`src/rtl/a_skew_feeder.sv`:
```
// a_skew_feeder: row-buffered A-operand feeder; streams the stored matrix into the array with row r delayed r cycles.
// Latency: first slice one enabled edge after start; 2*DIM-1 valid slices, then a one-cycle done pulse.
// Backpressure: en=0 freezes Aout/valid/t exactly (no bubbles). Optional A_SKEW_FEEDER_AUTOCLEAR_EN clears the buffer on DONE->IDLE.
module a_skew_feeder #(
    parameter int BITS_AB = 8,
    parameter int DIM     = 8
) (
    input  logic                      clk,
    input  logic                      rst_n,
    input  logic                      WrEn,
    input  logic [$clog2(DIM)-1:0]    Arow,
    input  logic signed [BITS_AB-1:0] Ain  [DIM],
    input  logic                      start,
    input  logic                      en,
    output logic signed [BITS_AB-1:0] Aout [DIM],
    output logic                      valid,
    output logic                      busy,
    output logic                      done
);

    localparam int TW = $clog2(2*DIM);
    localparam logic [TW-1:0] T_LAST = TW'(2*DIM-2);

    typedef enum logic [1:0] {
        IDLE   = 2'd0,
        STREAM = 2'd1,
        DONE   = 2'd2
    } state_t;

    state_t                    state;
    state_t                    state_nxt;
    logic [TW-1:0]             t;
    logic signed [BITS_AB-1:0] abuf  [DIM][DIM];
    logic signed [BITS_AB-1:0] slice [DIM];

    always_comb begin
        state_nxt = state;
        case (state)
            IDLE:    if (start) state_nxt = STREAM;
            STREAM:  if (en && (t == T_LAST)) state_nxt = DONE;
            DONE:    state_nxt = IDLE;
            default: state_nxt = IDLE;
        endcase
    end

    // Row r sees column t-r; selecting by r+c==t avoids a subtract-and-range-check per row.
    always_comb begin
        for (int r = 0; r < DIM; r++) begin
            slice[r] = '0;
            for (int c = 0; c < DIM; c++) begin
                if (int'(t) == r + c) slice[r] = abuf[r][c];
            end
        end
    end

    always_ff @(posedge clk or negedge rst_n) begin
        if (!rst_n) begin
            state <= IDLE;
            t     <= '0;
            valid <= 1'b0;
            for (int r = 0; r < DIM; r++) begin
                Aout[r] <= '0;
                for (int c = 0; c < DIM; c++) abuf[r][c] <= '0;
            end
        end else begin
            state <= state_nxt;
            case (state)
                IDLE: begin
                    if (start) begin
                        t <= '0;
                    end else if (WrEn) begin
                        for (int c = 0; c < DIM; c++) abuf[Arow][c] <= Ain[c];
                    end
                end
                STREAM: begin
                    if (en) begin
                        for (int r = 0; r < DIM; r++) Aout[r] <= slice[r];
                        valid <= 1'b1;
                        t     <= t + 1'b1;
                    end
                end
                DONE: begin
                    for (int r = 0; r < DIM; r++) Aout[r] <= '0;
                    valid <= 1'b0;
`ifdef A_SKEW_FEEDER_AUTOCLEAR_EN
                    for (int r = 0; r < DIM; r++) begin
                        for (int c = 0; c < DIM; c++) abuf[r][c] <= '0;
                    end
`else
                    t <= t;
`endif
                end
                default: ;
            endcase
        end
    end

    assign busy = (state != IDLE);
    assign done = (state == DONE);

endmodule

```
`config.mk`:
```
export PLATFORM = sky130hd
export DESIGN_NAME = a_skew_feeder
export DESIGN_NICKNAME = d
export VERILOG_FILES = /design/src/rtl/a_skew_feeder.sv
export SDC_FILE = /design/constraint.sdc
export NUM_CORES = 1
export LEC_CHECK = 0
export ABC_AREA = 1
export BUFFER_PORTS_ARGS = -buffer_cell sky130_fd_sc_hd__buf_4
export CAP_MARGIN = 20
export CORE_MARGIN = 3
export CORE_UTILIZATION = 25
export DETAILED_ROUTE_END_ITERATION = 10
export GPL_ROUTABILITY_DRIVEN = 0
export GPL_TIMING_DRIVEN = 0
export PLACE_DENSITY = 0.36
export REMOVE_ABC_BUFFERS = 1
export SLEW_MARGIN = 10
export SYNTH_ARGS = -nofsm -noshare
export SYNTH_HDL_FRONTEND = slang
export SYNTH_SLANG_ARGS = --single-unit
```
`constraint.sdc`:
```
create_clock -name clk -period 3.2 [get_ports clk]
set_input_delay 0.32 -clock clk [delete_from_list [all_inputs] [get_ports clk]]
set_output_delay 0.32 -clock clk [all_outputs]
set_load 0.05 [all_outputs]
```
### Word-level counts from Yosys, hierarchy flattened

Cells that the tools add are included.

| cells by class | value |
|---|---|
| mux-type cells | 98 |
| reductions and logical operators | 11 |
| add/subtract/negate cells | 1 |
| equality and inequality tests | 20 |
| $lt $le $gt $ge | 2 |
| bitwise gates (word level) | 2 |

Operator list:

| operator | count |
|---|---|
| bitwise mux 512 bit | 8 |
| demux 64 bit (select 3 bit) | 8 |
| two-way mux 8 bit | 65 |
| two-way mux 64 bit | 2 |
| case mux 64 bit (2 select lines) | 1 |
| two-way mux 56 bit | 1 |
| two-way mux 48 bit | 1 |
| two-way mux 40 bit | 1 |
| == test 4 bit (second input constant) | 9 |
| two-way mux 32 bit | 1 |
| two-way mux 24 bit | 1 |
| == test 4 x 3 -> 1 bit (second input constant) | 4 |
| two-way mux 16 bit | 1 |
| == test 4 x 2 -> 1 bit (second input constant) | 2 |
| two-way mux 4 bit | 2 |
| case mux 4 bit (2 select lines) | 1 |
| != test 2 bit (second input constant) | 3 |
| AND reduction 3 bit | 2 |
| nonzero test 2 bit | 3 |
| adder 4 x 1 -> 4 bit (second input constant) | 1 |
| greater-or-equal comparator 4 bit (second input constant) | 1 |
| logical NOT 4 bit | 1 |
| < comparator 4 x 1 -> 1 bit (second input constant) | 1 |
| two-way mux 2 bit | 2 |
| other kinds (10) | 12 |

| storage, ports and cells | value |
|---|---|
| output and inout port bits | 67 |
| logic and storage cells | 209 |
| input bits | 72 |
| flip-flop bits (word level) | 583 |

### Logic depth before layout (Yosys ltp)

| logic depth | value |
|---|---|
| depth in word-level cells | 13 |
| depth in mapped cells | 16 |
| mapped depth without buffers | 14 |

### Least setup slack after synthesis

OpenSTA, ideal clock, no wires.

| timing path | value |
|---|---|
| path kind | flip-flop to flip-flop |
| start | reg t[0] |
| end | reg Aout[0] (netlist bit) |
| stages on the path, launching flop included | 11 |
| arrival time | 1.763 ns |
| slack | 1.319 ns |
| path through | dfrtp_1 > inv_1 > ha_1 > inv_2 > buf_1 > nor2_2 > clkinv_1 > nor2_1 > nor2_1 > nand2_1 > nand2_1 |

| between the ends | value |
|---|---|
| cells in the longest elaborated chain, start to end | 11 |
| elaborated cells between the ends (all ways) | 18 |
| classes of those cells | eq/ne: 8; mux: 10 |

Ends and longest elaborated chain:

| element | line | source |
|---|---|---|
| start: declaration | 32 | `logic [TW-1:0] t;` |
| start signal: assignment | 79 | `t <= t + 1'b1;` |
| start signal: assignment | 90 | `t <= t;` |
| == test 4 bit | 51 | `if (int'(t) == r + c) slice[r] = abuf[r][c];` |
| two-way mux 8 bit (7 in series) | 51 |  |
| two-way mux 8 bit (*) | 51 |  |
| two-way mux 64 bit (*) | 76 | `if (en) begin` |
| case mux 64 bit (2 select lines) (*) | 67 | `case (state)` |
| end signal: indexed assignment | 62 | `Aout[r] <= '0;` |
| end: declaration | 15 | `output logic signed [BITS_AB-1:0] Aout [DIM],` |

Every way passes the cells marked *; elsewhere a longest branch is shown, timed or not. The select of a mux whose other input is x is not followed.
A chain may end at the register's enable or synchronous reset.

### Final worst setup path

| timing path | value |
|---|---|
| start | reg t[2] |
| end | reg Aout[26] (netlist bit) |

The elaborated chain is that of the path after synthesis.

==> run metrics <==
Cell Rows=118; Switching Share=38.2%; CP arrival=3570 ps; layout cell share with drive strength beyond 1=11.6%; Post-Place Worst Slack=-1410 ps; Total GRT Usage=18.9%; NetSw=0.0107 W; CP Capture Type=flop; CP max FO=16; Max H-tree Level=3; Final setup viols=0; CTS Buf Count=72; Final min period=3030 ps; DRC violations left=0; HPWL Detailed=63.8 mm; CTS tree=built; Clock Sinks=583; global-route wire length before repair=153 mm; clk_lat worst skew=620 ps; dpl cells=4800; antenna cells=0; sequential-to-total area share from yosys stat=55.2%; drt pass-1 iters=5; Crit path required time=3750 ps; Initial Utilization=25.3%; Peak VDD IR=0.401 mV; Internal=0.0173 W; Core Area=0.104 mm2; Worst Max-Slew Pin Slew=1050 ps; IO Port Bufs=138; Avg Cell Area, Syn=7.75 um2; nets=3600; leading cell types in the layout, fill and taps excluded=nand2_1, dfrtp_1, o21ai_0, nor2_1, inv_1; Clock Power Share=30.2%; worst min-delay path class=input pin to flop; Slew Viols, Final=0; max cap viols=0; Die Wd=331 um; largest net degree at the start of global routing=99; Yosys warning total=0; root buffer cell=clkbuf_16; Vias/cell=4.50; # fillers=11300; skew final=17.6 ps; WHS=111 ps; Final ANT Viol Nets=0; Max clock buf depth=3; per-cell routed wire length=20.9 um; initial antenna violation count=2; GR Util met2=30.9%; met1 GRT Util=27.1%; Non-Filler Instances=4960; register share of total power=38.5%; # IOs=139; area grow syn2layout=23.2%; f_max=330 MHz; Hold Fails Final Rpt=0; vias after detailed routing=22300; unrepaired setup endpoints after global routing=false; mapped cell area=0.0264 mm2; Comb power frac=31.2%; initial DRC count=1793; Synth cell types=27; Die H=331 um; status=finished clean; Slew headroom=29.6%; fin area=0.0326 mm2; CP Launch Type=flop; post-synthesis register bit count=583; final worst-path cycle share=94.6%; Cell Pwr Density=858 mW/mm2; grt ovf=0; GRT busiest layer=met2; most common cell after layout, fill and taps aside=nand2_1; Reg clk slew, reported paths=60 ps; Leak=16.5 nW; Cells after Synth=3408; met3 GRT Util=2.39%; Post-DP Area=0.0298 mm2; vias in the first global route=21800; final setup margin=173 ps; final WL=103 mm; area of the die=0.110 mm2; critical path class=flop to flop
==> synthesized netlist by cell type <==
| library cell | count | area share, % |
|---|---|---|
| clkinv_1 | 1 | 0.014 |
| buf_1 | 4 | 0.057 |
| inv_2 | 13 | 0.18 |
| buf_4 | 13 | 0.37 |
| nand3_1 | 123 | 2.3 |
| nand4_1 | 25 | 0.59 |
| nand2_4 | 2 | 0.085 |
| nand3_2 | 2 | 0.076 |
| ha_1 | 4 | 0.19 |
| nand3_4 | 1 | 0.066 |
| o21ai_0 | 525 | 9.9 |
| nor3_1 | 10 | 0.19 |
| nand2_2 | 3 | 0.071 |
| inv_1 | 169 | 2.4 |
| buf_6 | 5 | 0.21 |
| nor2_1 | 316 | 4.5 |
| nand2_1 | 1368 | 19 |
| a21oi_1 | 24 | 0.45 |
| nor2_4 | 2 | 0.085 |
| clkbuf_1 | 148 | 2.1 |
| o21bai_1 | 5 | 0.14 |
| or2_2 | 13 | 0.31 |
| buf_2 | 34 | 0.64 |
| or2_0 | 3 | 0.071 |
| o21ai_1 | 6 | 0.11 |
| dfrtp_1 | 583 | 55 |
| nor2_2 | 6 | 0.14 |
==> critical path, stage by stage (launching register included) <==
cell     delay [ps]
dfrtp_4         660
inv_2           200
nor2_2          440
nand2_1         620
o21ai_1         300
nand2_1         110
nand2_1         110
nand2_1         100
nand2_1         110
nand2_1          70
nand2_1         100
nand2_1          70
nand2_1          50
==> state kept, by name, summed over array words and instances (netlist names) <==
signal and cells:
state 2, abuf 512, valid 1, t 4, Aout 64
==> repair_timing <==
action                                  4_1_cts  5_1_grt
endpoints found under the setup margin       74       63
buffers inserted                              5       19
hold buffers                                  2        0
gates resized for setup                      18       10
pin swaps                                     5        7
endpoints found under the hold margin        63        0
gates cloned                                  2        2
==> layout make-up <==
| cell class | instances | area [um2] | share of cell area, % |
|---|---|---|---|
| Sequential cell | 583 | 14600 | 44.8 |
| Multi-Input combinational cell | 2441 | 10400 | 32.0 |
| Timing Repair Buffer | 243 | 2670 | 8.20 |
| Clock buffer | 110 | 2230 | 6.85 |
| Tap cell | 1380 | 1730 | 5.30 |
| Inverter | 183 | 733 | 2.25 |
| Clock inverter | 20 | 188 | 0.577 |
==> per-layer routing <==
layer,up-vias,part of all wire (%)
met4,0,1.5
li1,11000,-
met3,97,4.0
met1,10800,48
met5,-,0
met2,443,47
==> cell families (layout without fill, tap and decap cells) <==
kind of cell,count (synthesis),count (layout),synth area share [%]
AO/OA/AOI/OAI,560,560,10.7
adder cells (fa/ha/maj),4,4,0.189
buffers and inverters,387,556,5.99
AND/OR/NAND/NOR,1874,1877,27.9
flip-flops,583,583,55.2
==> power groups by stage <==
stage          registers [W]  clock network [W]  logic [W]
2_1_floorplan         0.0115                  0    0.00408
3_3_place_gp          0.0109                  0    0.00832
3_5_place_dp          0.0108                  0    0.00869
4_1_cts               0.0107            0.00873    0.00881
5_1_grt               0.0111            0.00902    0.00982
6_report              0.0108            0.00844    0.00873
==> metrics by stage <==
step | TNS (ps) | total power, W | util (%)
final | 0 | 0.0279 | 31.2
after global routing | 0 | 0.0299 | 31.2
after CTS | 0 | 0.0283 | 31.0
after detailed placement | -53700 | 0.0195 | 28.6
after global placement | -5522590 | 0.0192 | 27.1
after floorplan | -477430 | 0.0156 | -
==> path summary, 6_finish.rpt <==
kind / from / endpoint / slack (ps) / cells after the start
setup / recovery: t[2]$_DFFE_PN0P_ / Aout[26]$_DFFE_PN0P_ / 170 / 12
hold / removal: Ain[20] / abuf[20]$_DFFE_PN0P_ / 110 / 3
setup reg to reg: t[2]$_DFFE_PN0P_ / Aout[26]$_DFFE_PN0P_ / 170 / 12
hold reg to reg: abuf[136]$_DFFE_PN0P_ / abuf[136]$_DFFE_PN0P_ / 480 / 2
max in group asynchronous: rst_n / Aout[46]$_DFFE_PN0P_ / 1450 / 4
min in group asynchronous: rst_n / abuf[281]$_DFFE_PN0P_ / 250 / 2
Note: power is estimated with default switching activity, not from simulation.
